--- src/rtl/fetch_unit_pkg.sv ---
// Shared processor package: fetch FSM state type, bubble instruction value
// and the sequential PC increment used by the fetch stage.
package fetch_unit_pkg;

  // FETCH   : request outstanding at pc, result is usable
  // DISCARD : request outstanding at pc, result must be thrown away (redirect pending)
  // HOLD    : word captured while decode stalled; no request outstanding
  typedef enum logic [1:0] {
    FETCH   = 2'd0,
    DISCARD = 2'd1,
    HOLD    = 2'd2
  } fetch_state_t;

  // Instruction presented to decode on bubbles
  localparam logic [31:0] NOP_INST = 32'h0000_0000;

  // Byte distance between sequential instructions
  localparam int unsigned PC_INC = 4;

  // A memory request is outstanding in every state except HOLD
  function automatic logic state_requests(input fetch_state_t s);
    return (s != HOLD);
  endfunction

endpackage

--- src/rtl/fetch_unit_register.sv ---
// Generic write-enabled register with synchronous active-high reset.
module fetch_unit_register #(
  parameter int            W         = 32,
  parameter logic [W-1:0]  RESET_VAL = '0
) (
  input  logic         clk,
  input  logic         rst,
  input  logic         wen,
  input  logic [W-1:0] in,
  output logic [W-1:0] out
);

  // Reset wins over write-enable; otherwise load when enabled
  always_ff @(posedge clk) begin
    if (rst) begin
      out <= RESET_VAL;
    end else if (wen) begin
      out <= in;
    end
  end

endmodule

--- src/rtl/fetch_unit.sv ---
// Instruction fetch stage: drives a single-outstanding-request instruction
// memory port, absorbs decode stalls in a one-word hold buffer and handles
// execute-stage redirects, including ones that arrive while a request is
// still in flight (the late response is discarded).
module fetch_unit
  import fetch_unit_pkg::*;
#(
  parameter int           N        = 32,
  parameter logic [N-1:0] RESET_PC = '0,
  parameter logic [N-1:0] NOP      = N'(NOP_INST)
) (
  input  logic         clk,
  input  logic         rst,
  input  logic         stall_D,
  input  logic         branch_taken_E,
  input  logic [N-1:0] branch_target_E,
  output logic         imem_req,
  output logic [N-1:0] imem_addr,
  input  logic         imem_ack,
  input  logic [N-1:0] imem_rdata,
  output logic [N-1:0] inst_F,
  output logic [N-1:0] pc_F,
  output logic [N-1:0] pc_plus4_F,
  output logic         valid_F,
  output logic         fetch_busy
);

  fetch_unit_pkg::fetch_state_t r_state;
  fetch_unit_pkg::fetch_state_t w_state_next;

  logic [N-1:0] r_pc;
  logic [N-1:0] r_hold;
  logic [N-1:0] r_redirect;

  logic [N-1:0] w_pc_next;
  logic         w_pc_wen;
  logic [N-1:0] w_hold_next;
  logic         w_hold_wen;
  logic [N-1:0] w_redirect_next;
  logic         w_redirect_wen;

  logic [N-1:0] w_pc_plus4;
  logic         w_ack;

  // Sequential successor; wraps naturally at N bits
  assign w_pc_plus4 = r_pc + N'(PC_INC);

  // Request is suppressed in reset and while holding a word
  assign imem_req   = ~rst & state_requests(r_state);
  assign imem_addr  = r_pc;
  // Acks that arrive without an outstanding request are meaningless
  assign w_ack      = imem_ack & imem_req;
  assign fetch_busy = imem_req & ~imem_ack;

  assign pc_F       = r_pc;
  assign pc_plus4_F = w_pc_plus4;

  fetch_unit_register #(.W(N), .RESET_VAL(RESET_PC)) u_pc_reg (
    .clk (clk),
    .rst (rst),
    .wen (w_pc_wen),
    .in  (w_pc_next),
    .out (r_pc)
  );

  fetch_unit_register #(.W(N), .RESET_VAL(NOP)) u_hold_reg (
    .clk (clk),
    .rst (rst),
    .wen (w_hold_wen),
    .in  (w_hold_next),
    .out (r_hold)
  );

  fetch_unit_register #(.W(N), .RESET_VAL('0)) u_redirect_reg (
    .clk (clk),
    .rst (rst),
    .wen (w_redirect_wen),
    .in  (w_redirect_next),
    .out (r_redirect)
  );

  // FSM state register
  always_ff @(posedge clk) begin
    if (rst) begin
      r_state <= FETCH;
    end else begin
      r_state <= w_state_next;
    end
  end

  // Next-state, register updates and decode-facing outputs.
  // Redirects always outrank the decode stall.
  always_comb begin
    w_state_next    = r_state;
    w_pc_wen        = 1'b0;
    w_pc_next       = w_pc_plus4;
    w_hold_wen      = 1'b0;
    w_hold_next     = imem_rdata;
    w_redirect_wen  = 1'b0;
    w_redirect_next = branch_target_E;
    inst_F          = NOP;
    valid_F         = 1'b0;

    if (!rst) begin
      unique case (r_state)
        FETCH: begin
          if (w_ack) begin
            if (branch_taken_E) begin
              // Word is on the wrong path: drop it and refetch at the target
              w_pc_wen  = 1'b1;
              w_pc_next = branch_target_E;
            end else if (!stall_D) begin
              inst_F   = imem_rdata;
              valid_F  = 1'b1;
              w_pc_wen = 1'b1;
            end else begin
              // Decode cannot take it now: park the word, keep pc
              inst_F       = imem_rdata;
              valid_F      = 1'b1;
              w_hold_wen   = 1'b1;
              w_state_next = HOLD;
            end
          end else if (branch_taken_E) begin
            // Request can't be cancelled; remember where to go once it lands
            w_redirect_wen = 1'b1;
            w_state_next   = DISCARD;
          end
        end

        DISCARD: begin
          // A younger redirect supersedes the remembered one
          if (branch_taken_E) begin
            w_redirect_wen = 1'b1;
          end
          if (w_ack) begin
            w_pc_wen     = 1'b1;
            w_pc_next    = branch_taken_E ? branch_target_E : r_redirect;
            w_state_next = FETCH;
          end
        end

        HOLD: begin
          inst_F  = r_hold;
          valid_F = 1'b1;
          if (branch_taken_E) begin
            w_pc_wen     = 1'b1;
            w_pc_next    = branch_target_E;
            w_state_next = FETCH;
          end else if (!stall_D) begin
            w_pc_wen     = 1'b1;
            w_state_next = FETCH;
          end
        end

        default: begin
          w_state_next = FETCH;
        end
      endcase
    end
  end

endmodule

--- config.mk ---
export PLATFORM = sky130hd
export DESIGN_NAME = fetch_unit
export DESIGN_NICKNAME = d
export VERILOG_FILES = /design/src/rtl/fetch_unit_pkg.sv /design/src/rtl/fetch_unit_register.sv /design/src/rtl/fetch_unit.sv
export SDC_FILE = /design/constraint.sdc
export NUM_CORES = 1
export LEC_CHECK = 0
export BUFFER_PORTS_ARGS = -buffer_cell sky130_fd_sc_hd__clkbuf_2
export CAP_MARGIN = 20
export CORE_ASPECT_RATIO = 0.8
export CORE_UTILIZATION = 52
export CTS_BUF_LIST = sky130_fd_sc_hd__clkbuf_8
export CTS_CLUSTER_DIAMETER = 30
export DETAILED_ROUTE_END_ITERATION = 10
export PLACE_DENSITY = 0.82
export SYNTH_ARGS = -nofsm -noshare
export SYNTH_HDL_FRONTEND = slang
export SYNTH_SLANG_ARGS = --single-unit
--- constraint.sdc ---
create_clock -name clk -period 2.7 [get_ports clk]
set_clock_uncertainty 0.2 [all_clocks]
set_input_delay 0.27 -clock clk [delete_from_list [all_inputs] [get_ports clk]]
set_output_delay 0.27 -clock clk [all_outputs]
set_load 0.05 [all_outputs]
# [Word level (Yosys, flattened, before mapping)]
# Index checks and enable logic that the tools add are counted.
[word_totals] ff_bits=98 output_inout_bits=131
[op_classes] addsub=1 eq_ne=8 n_mux=36 bitwise=5 reduce_logical=2
[op_table] op="2-to-1 mux 32 bit" count=7
[op_table] op="case mux 32 bit (3 select lines)" count=1
[op_table] op="case mux 32 bit (2 select lines)" count=1
[op_table] op="adder 32 x 3 -> 32 bit (second input constant)" count=1
[op_table] op="2-to-1 mux 1 bit" count=16
[op_table] op="2-to-1 mux 2 bit" count=7
[op_table] op="inequality test 3 bit (second input constant)" count=4
[op_table] op="case mux 2 bit (3 select lines)" count=1
[op_table] op="AND reduction 5 bit" count=1
[op_table] op="inequality test 2 bit (second input constant)" count=2
[op_table] op="case mux 1 bit (2 select lines)" count=2
[op_table] op="AND 1 bit" count=3
[op_table] op="case mux 1 bit (3 select lines)" count=1
[op_table] op="equality test 2 x 1 -> 1 bit (second input constant)" count=1
[op_table] op="equality test 2 bit (second input constant)" count=1
[op_table] op="logical NOT 2 bit" count=1
[op_table] op="NOT 1 bit" count=2

# [Longest topological paths before layout]
# Gate-level depths: netlist of the first run.
[depth] depth_word=6 mapped_depth=8 depth_no_buf=6

# [By module]
# From an unflattened synthesis of the first run, not the netlist that was laid out.
[hier_totals] hier_cells=674 area_unflattened_um2=5703.0
[modules_own_cells] mod="fetch_unit_register" area_per_inst_um2=1163.6 seq_area_each_um2=640.6 n_inst=3 cells_per_inst=103
[modules_own_cells] mod="fetch_unit" area_per_inst_um2=2212.1 seq_area_each_um2=40.0 n_inst=1 cells_per_inst=365

# [Worst setup path after synthesis of the first run]
# Ideal clock, no wire load.
[synth_timing] path_type="reg2out" startpoint="register u_pc_reg.out[3]" endpoint="output port pc_plus4_F[24]" setup_slack_ps=-617 stages_incl_launch_ff=8 required_ps=2230 t_arrival_ps=2847 cell_sequence="dfxtp_1 > ha_1 > nand3_1 > nor2_1 > and3_1 > buf_4 > nand3_1 > xnor2_1"
[synth_between] elab_chain_len=1
[synth_lines] element="from (decl)" line="fetch_unit_register.sv:10" rtl="output logic [W-1:0] out"
[synth_lines] element="from (signal assigned)" line="fetch_unit_register.sv:18" rtl="out <= in;"
[synth_lines] element="adder 32 x 3 -> 32 bit" line="fetch_unit.sv:46" rtl="assign w_pc_plus4 = r_pc + N'(PC_INC);"
[synth_lines] element="to (decl)" line="fetch_unit.sv:23" rtl="output logic [N-1:0] pc_plus4_F,"
# No other way between the ends.

# [Final worst setup path of the first run]
[layout_timing] startpoint="register u_pc_reg.out[4]" endpoint="output port pc_plus4_F[29]"
# The elaborated chain is that of the path after synthesis.

==> impl_metrics.py, run 1 <==
metrics = {
    "run_status": {
        "status": "finished clean",
    },
    "drt": {
        "wl_met2_mm": 9.01,
        "routedLengthMet1_mm": 7.90,
        "drc": 0,
        "totalWireLength_mm": 19.2,
        "avgViaCountPerCell": 6.03,
        "highest_layer": "met4",
        "wl_met3_mm": 1.67,
        "drtAntennaViolNets": 0,
        "vias": 6609,
        "drt_iter0_drc": 816,
        "drtPass1Iterations": 6,
        "wire_per_inst_um": 17.5,
    },
    "cells_and_area": {
        "final_cell_mix": "clkbuf_2, nand2_1, a21oi_1",
        "syn2layout_area_growth_pct": 37.0,
        "drive_gt1_share_pct": 33.0,
        "n_fill_cell": 745,
        "nets": 1020,
        "final_cells": 1096,
        "layout_commonest_cell": "clkbuf_2",
    },
    "clocking": {
        "clockBufferDepth": 2,
        "cts_tree": "done",
        "cts_inserted_buffers": 9,
        "clk_latency_ns": 0.39,
        "clkSinkCount": 98,
        "clk_pin_slew_ns": 0.09,
        "cts_max_level": 3,
        "cts_root_buf": "clkbuf_8",
    },
    "placed_design": {
        "placedCellCount": 1012,
        "gp_congestion": 0.964,
        "io_buffers": 199,
        "dp_hpwl_mm": 12.8,
    },
    "worst_setup_path": {
        "path_buf_inv": 2,
        "crit_path_start_kind": "flip-flop",
        "cpMostUsedCell": "and4_2",
        "crit_fanout": 7,
        "worstSetupEndpoint": "pc_plus4_F[29]",
        "worstReg2RegStart": "r_state[0]$_SDFFE_PP0P_",
        "r2r_cells": 5,
        "slowest_stage": "dfxtp_1",
        "cp_top_family": "simple AND/OR/NAND/NOR gates",
        "reg2reg_to": "u_pc_reg.out[28]$_SDFFE_PP0P_",
        "worst-path-stages": 6,
        "cp.arrival_ns": 2.16,
        "crit_type": "flip-flop to output pin",
        "crit_path_cell_trace": "buf_4 -> and4_2 -> and4_2 -> nand4_1 -> xnor2_2 -> clkbuf_4",
        "crit_start": "u_pc_reg.out[4]$_SDFFE_PP0P_",
        "cp-end-kind": "output pin",
        "critical_path.max_stage_delay_ns": 0.39,
        "required_ns": 2.23,
        "r2r_slack_ns": 0.31,
    },
    "yosys": {
        "yosys_warnings": 0,
        "synth_edf_count": 0,
        "synth_cell_type_count": 68,
        "syn-instance-count": 734,
        "yosys.area.top_type": "dfxtp_1",
        "synthTopCellsByArea": "dfxtp_1, nand2_1, a21oi_1",
        "yosysTopAreaCellShare_pct": 35.0,
        "ys_ff_latch": 98,
        "syn_area_per_cell_um2": 7.64,
        "seq_area_frac_synth_pct": 35.0,
        "async_flop_share_pct": 0,
        "synth-main-ff-cell": "dfxtp_1",
        "synthesis.area_um2": 5610,
        "syn_nets": 804,
    },
    "timing": {
        "fmax_mhz": 380,
        "period_share_pct": 97.5,
        "final-hold-violation-count": 0,
        "slew-limit-headroom_pct": 54.4,
        "tightestPinTransition_ns": 0.678,
        "slew_viol_final": 0,
        "period_minus_slack_ns": 2.63,
        "final.setup.tns_ns": 0,
        "rsz0062_at_grt": "true",
        "setup_viol": 0,
    },
    "global_route": {
        "grt_util_all_layers_pct": 33.8,
        "grt_remaining_overflow": 0,
        "antenna_found_initial": 0,
        "grt_pass1_vias": 5993,
        "grt_max_degree": 46,
        "grt_first_pass_wirelength_mm": 30.0,
    },
    "power_and_ir_drop": {
        "power_w": 0.00375,
        "vdd_ir_drop_max_mv": 0.353,
        "power.density_nw_per_um2": 487,
        "p_leak_nw": 3.27,
    },
    "min_path": {
        "hp-class": "input port to flip-flop",
    },
    "floorplanning": {
        "rows": 33,
        "die_w_um": 118,
        "core_um2": 10400,
        "fp.dieH_um": 94.9,
        "initial_core_util_pct": 54.1,
        "die-area_um2": 11200,
        "io_pins": 200,
    },
    "run": {
        "maxCapViolCount": 0,
    },
}
[cell type report]
class | count | area [µm²] | area share [%]
clock inverter | 6 | 114 | 1.48
antenna | 1 | 2.50 | 0.0326
tap | 140 | 175 | 2.28
clock buffer | 10 | 138 | 1.79
timing repair buffer | 298 | 1960 | 25.5
inverter | 10 | 37.5 | 0.489
multi-input combinational | 533 | 3270 | 42.6
sequential | 98 | 1990 | 25.9
[per-stage QoR]
stage | hold slack, ns | area [µm²] | utilization, % | setup slack, ns
floorplan | 0.204 | 5750 | - | -0.0771
global placement | 0.241 | 6660 | 64.3 | 0.291
detailed placement | 0.249 | 6660 | 64.3 | 0.186
CTS | 0.0510 | 7590 | 73.3 | 0.00387
global route | 0.0695 | 7680 | 74.1 | -0.0182
finish | 0.0603 | 7680 | 74.1 | 0.0680
[synth_stat cells (7+ instances only)]
library cell	n
o21ai_0	26
and4_1	7
nor3_1	7
and3_1	7
a221oi_1	7
clkbuf_1	29
dfxtp_1	98
inv_1	10
a22oi_1	45
xnor2_1	20
and2_1	8
nand3_1	17
buf_4	38
nor2_1	51
nand4_1	7
buf_2	20
nand2_1	151
xor2_1	8
a21oi_1	87
[registers in the layout, summed over array words and instances (netlist names)]
| signal | flops |
|---|---|
| u_pc_reg.out | 32 |
| u_hold_reg.out | 32 |
| r_state | 2 |
| u_redirect_reg.out | 32 |
[worst min-delay path by stage]
stage / startpoint / endpoint / cells past startpoint
after floorplan: branch_target_E[5] / u_pc_reg.out[5]$_SDFFE_PP0P_ / 2
after global placement: u_redirect_reg.out[21]$_SDFFE_PP0P_ / u_redirect_reg.out[21]$_SDFFE_PP0P_ / 2
after detailed placement: u_redirect_reg.out[30]$_SDFFE_PP0P_ / u_redirect_reg.out[30]$_SDFFE_PP0P_ / 2
after CTS: stall_D / r_state[1]$_SDFFE_PP0P_ / 2
after global routing: stall_D / r_state[1]$_SDFFE_PP0P_ / 2
final: stall_D / r_state[1]$_SDFFE_PP0P_ / 2
[routing by layer]
| metal | vias to the layer above | GRT usage (%) |
|---|---|---|
| li1 | 2999 | - |
| met1 | 3136 | 44.4 |
| met2 | 413 | 54.5 |
| met3 | 61 | 6.34 |
| met4 | 0 | 15.1 |
| met5 | - | 0 |
[power by group]
part / switching [W] / internal (W) / total (W)
combinational: 0.000680 / 0.000303 / 0.000984
sequential: 0.0000739 / 0.00150 / 0.00158
clock: 0.000542 / 0.000642 / 0.00118
[cells by family after synthesis]
logic type / share of synthesized area [%]
AOI/OAI and AO/OA: 25.9
xor gates and xnor gates: 4.37
and+or+nand+nor: 24.0
DFF: 35.0
buffers and inverters: 10.4
adders and majority gates: 0.223
muxes: 0.178
[repair_timing]
| item | 4_1_cts | 5_1_grt |
|---|---|---|
| cloned | 0 | 0 |
| pin swaps | 2 | 3 |
| endpoints found under the setup margin | 17 | 33 |
| hold endpoints to repair | 67 | 0 |
| buffers inserted | 1 | 2 |
| gates resized for setup | 12 | 36 |
| hold buffers | 64 | 0 |
No activity file was read; power rests on OpenSTA's default activity.
==> run 2: changes to the inputs <==
- ABC_AREA: unset -> 1
- CORE_UTILIZATION: 52 -> 53
==> run 2 against run 1 <==
Effect of this change: non-clock buffer count down 22; worst setup slack improved by 0.022 ns; design area rose by 2.7%; first-iteration DRC count shrank 20%; critical path depth increased by 2; utilization decreased by 2.2 points; clock power is 12% lower; critical endpoint is now pc_plus4_F[31]; die area increased by 5.6%; fmax up 0.86%.
==> impl_metrics.py, run 2 <==
metrics = {
    "cells_and_area": {
        "regArea_um2": 1970,
        "fin_area_um2": 7890,
        "n_fill_cell": 920,
        "n_antenna_cell": 0,
        "syn2layout_area_growth_pct": 30.5,
        "layout_commonest_cell": "nor2_1",
        "fin_util_pct": 71.9,
        "nets": 1253,
        "reg_top3": "u_hold_reg.out: 32 flops, u_pc_reg.out: 32 flops, u_redirect_reg.out: 32 flops",
        "multi_input_area_um2": 3460,
        "final_cell_mix": "nor2_1, nand2_1, clkbuf_2",
        "drive_gt1_share_pct": 23.9,
    },
    "floorplanning": {
        "die_w_um": 121,
        "io_pins": 200,
        "initial_core_util_pct": 55.1,
        "core_um2": 11000,
        "die-area_um2": 11800,
        "rows": 34,
        "fp.dieH_um": 97.5,
    },
    "drt": {
        "wire_per_inst_um": 15.3,
        "wl_met3_mm": 1.97,
        "drtPass1Iterations": 7,
        "drt_iter0_drc": 652,
        "wl_met2_mm": 9.40,
        "highest_layer": "met4",
        "routedLengthMet1_mm": 8.26,
        "totalWireLength_mm": 20.3,
        "vias": 7282,
        "avgViaCountPerCell": 5.47,
        "drtAntennaViolNets": 0,
        "drc": 0,
    },
    "yosys": {
        "synthAdderAreaFrac_pct": 0.207,
        "synth_cell_type_count": 39,
        "yosys-top-cells-count": "nor2_1, nand2_1, dfxtp_1, o21ai_0, nand3_1",
        "synth-simple-area-share_pct": 37.7,
        "synth-main-ff-cell": "dfxtp_1",
        "synth_compound_area_share_pct": 16.3,
        "synthTopCellsByArea": "dfxtp_1, nor2_1, nand2_1",
        "synth-xor-area-share_pct": 1.45,
        "synth.mux.area_fraction_pct": 0,
        "syn_area_per_cell_um2": 6.19,
        "yosys_warnings": 0,
        "syn_nets": 1046,
        "syn-instance-count": 976,
        "seq_area_frac_synth_pct": 32.5,
        "synthesis.area_um2": 6050,
        "yosysTopAreaCellShare_pct": 32.5,
        "synth_top_family_by_area": "simple AND/OR/NAND/NOR gates",
        "yosys.area.top_type": "dfxtp_1",
        "ys_ff_latch": 98,
        "synth_edf_count": 0,
        "async_flop_share_pct": 0,
        "synth_most_common_cell": "nor2_1",
    },
    "placed_design": {
        "dp_hpwl_mm": 13.3,
        "placed_area_um2": 6920,
        "io_buffers": 199,
        "dp_slack_ns": 0.173,
        "gp_congestion": 0.937,
    },
    "worst_setup_path": {
        "cp.arrival_ns": 2.14,
        "crit_type": "flip-flop to output pin",
        "cp-end-kind": "output pin",
        "reg2reg_to": "u_hold_reg.out[25]$_SDFFE_PP0P_",
        "critical_path.max_stage_delay_ns": 0.49,
        "required_ns": 2.23,
        "crit_path_start_kind": "flip-flop",
        "slowest_stage": "dfxtp_1",
        "r2r_slack_ns": 0.25,
        "crit_fanout": 5,
        "crit_path_cell_trace": "nand2_1 -> nor2_2 -> nand2_1 -> nor2_1 -> nand2_1 -> nand2_1 -> and2_1 -> buf_2",
        "r2r_cells": 12,
        "cpMostUsedCell": "nand2_1",
        "crit_start": "u_pc_reg.out[10]$_SDFFE_PP0P_",
        "worstReg2RegStart": "r_state[0]$_SDFFE_PP0P_",
    },
    "clocking": {
        "clkSinkCount": 98,
        "cts_root_buf": "clkbuf_8",
        "cts_inserted_buffers": 9,
        "cts_tree": "done",
        "cts_max_level": 3,
        "clk_latency_ns": 0.38,
        "clockBufferDepth": 2,
        "clk_pin_slew_ns": 0.09,
    },
    "timing": {
        "setup_viol": 0,
        "fin_ws_ns": 0.0903,
        "fmax_mhz": 383,
        "period_minus_slack_ns": 2.61,
        "hold_slack_ns": 0.00943,
        "rsz0062_at_grt": "true",
        "period_share_pct": 96.7,
        "final.setup.tns_ns": 0,
        "final-hold-violation-count": 0,
        "slew_viol_final": 0,
        "tightestPinTransition_ns": 0.658,
        "slew-limit-headroom_pct": 56.0,
    },
    "global_route": {
        "grt_remaining_overflow": 0,
        "grt_max_degree": 51,
        "grt_first_pass_wirelength_mm": 31.6,
        "grt_util_all_layers_pct": 33.7,
        "grt_pass1_vias": 6514,
        "antenna_found_initial": 0,
    },
    "run": {
        "maxCapViolCount": 0,
    },
    "min_path": {
        "hold_start": "branch_target_E[3]",
        "min_delay_worst_endpoint": "u_redirect_reg.out[3]$_SDFFE_PP0P_",
        "hp-class": "input port to flip-flop",
        "hold_depth": 3,
    },
    "run_status": {
        "status": "finished clean",
    },
    "power_and_ir_drop": {
        "clkPwrFrac_pct": 28.1,
        "p_sw_w": 0.00136,
        "seqPwrFrac_pct": 43.6,
        "combPwrFrac_pct": 28.3,
        "p_int_w": 0.00234,
        "power.density_nw_per_um2": 470,
        "p_sw_share_pct": 36.8,
        "p_leak_nw": 3.63,
        "vdd_ir_drop_max_mv": 0.298,
    },
}
run 2: worst max-delay path by stage:
stage / cells after the start / to
after floorplan: 6 / u_pc_reg.out[6]$_SDFFE_PP0P_
after global placement: 10 / r_state[1]$_SDFFE_PP0P_
after detailed placement: 10 / u_hold_reg.out[27]$_SDFFE_PP0P_
after CTS: 9 / inst_F[2]
after global routing: 9 / pc_plus4_F[26]
final: 8 / pc_plus4_F[31]
run 2: layout make-up:
cell class / instances / share of cell area (%)
clock buffers: 9 / 1.57
inverters: 59 / 2.85
repair buffers: 276 / 23.4
clock inverters: 6 / 1.06
flip-flops and latches: 98 / 25.0
multi-input cells: 739 / 43.8
well taps: 144 / 2.28
run 2: critical path: cells and delay by family (launching register included):
kind                   cells  cell delay, ns
buffers and inverters      1            0.26
DFF                        1            0.49
and+or+nand+nor            7            1.02
run 2: repair_timing:
action,in CTS,in global routing
pin swaps,2,2
gates resized for setup,11,51
endpoints found under the setup margin,40,50
hold endpoints to repair,59,0
hold buffers,59,0
gates cloned,1,1
buffers inserted,3,2
run 2: power by group through the flow:
stage | sequential, W | clock [W] | combinational, W
after floorplan | 0.00173 | 0 | 0.000642
after global placement | 0.00164 | 0 | 0.000945
after detailed placement | 0.00164 | 0 | 0.000952
after CTS | 0.00161 | 0.00106 | 0.00103
after global routing | 0.00163 | 0.00112 | 0.00112
final | 0.00162 | 0.00104 | 0.00105
run 2: cells by family (layout without fill, tap and decap cells):
kind of cell | count (synthesis) | after routing
buf+inv | 141 | 350
simple gates | 549 | 551
flops | 98 | 98
xor+xnor | 10 | 10
compound gates | 177 | 177
fa+ha+maj | 1 | 1
run 2: per-stage QoR:
| stage | total power (W) | instances |
|---|---|---|
| after floorplan | 0.00237 | 976 |
| after global placement | 0.00258 | 1250 |
| after detailed placement | 0.00259 | 1250 |
| after CTS | 0.00369 | 1328 |
| after global routing | 0.00387 | 1331 |
| final | 0.00371 | 1331 |
run 2: metal layers:
layer	global-route usage [%]	up-vias
met4	12.2	0
met3	9.74	56
met5	0	-
li1	-	3514
met2	55.4	427
met1	41.4	3285
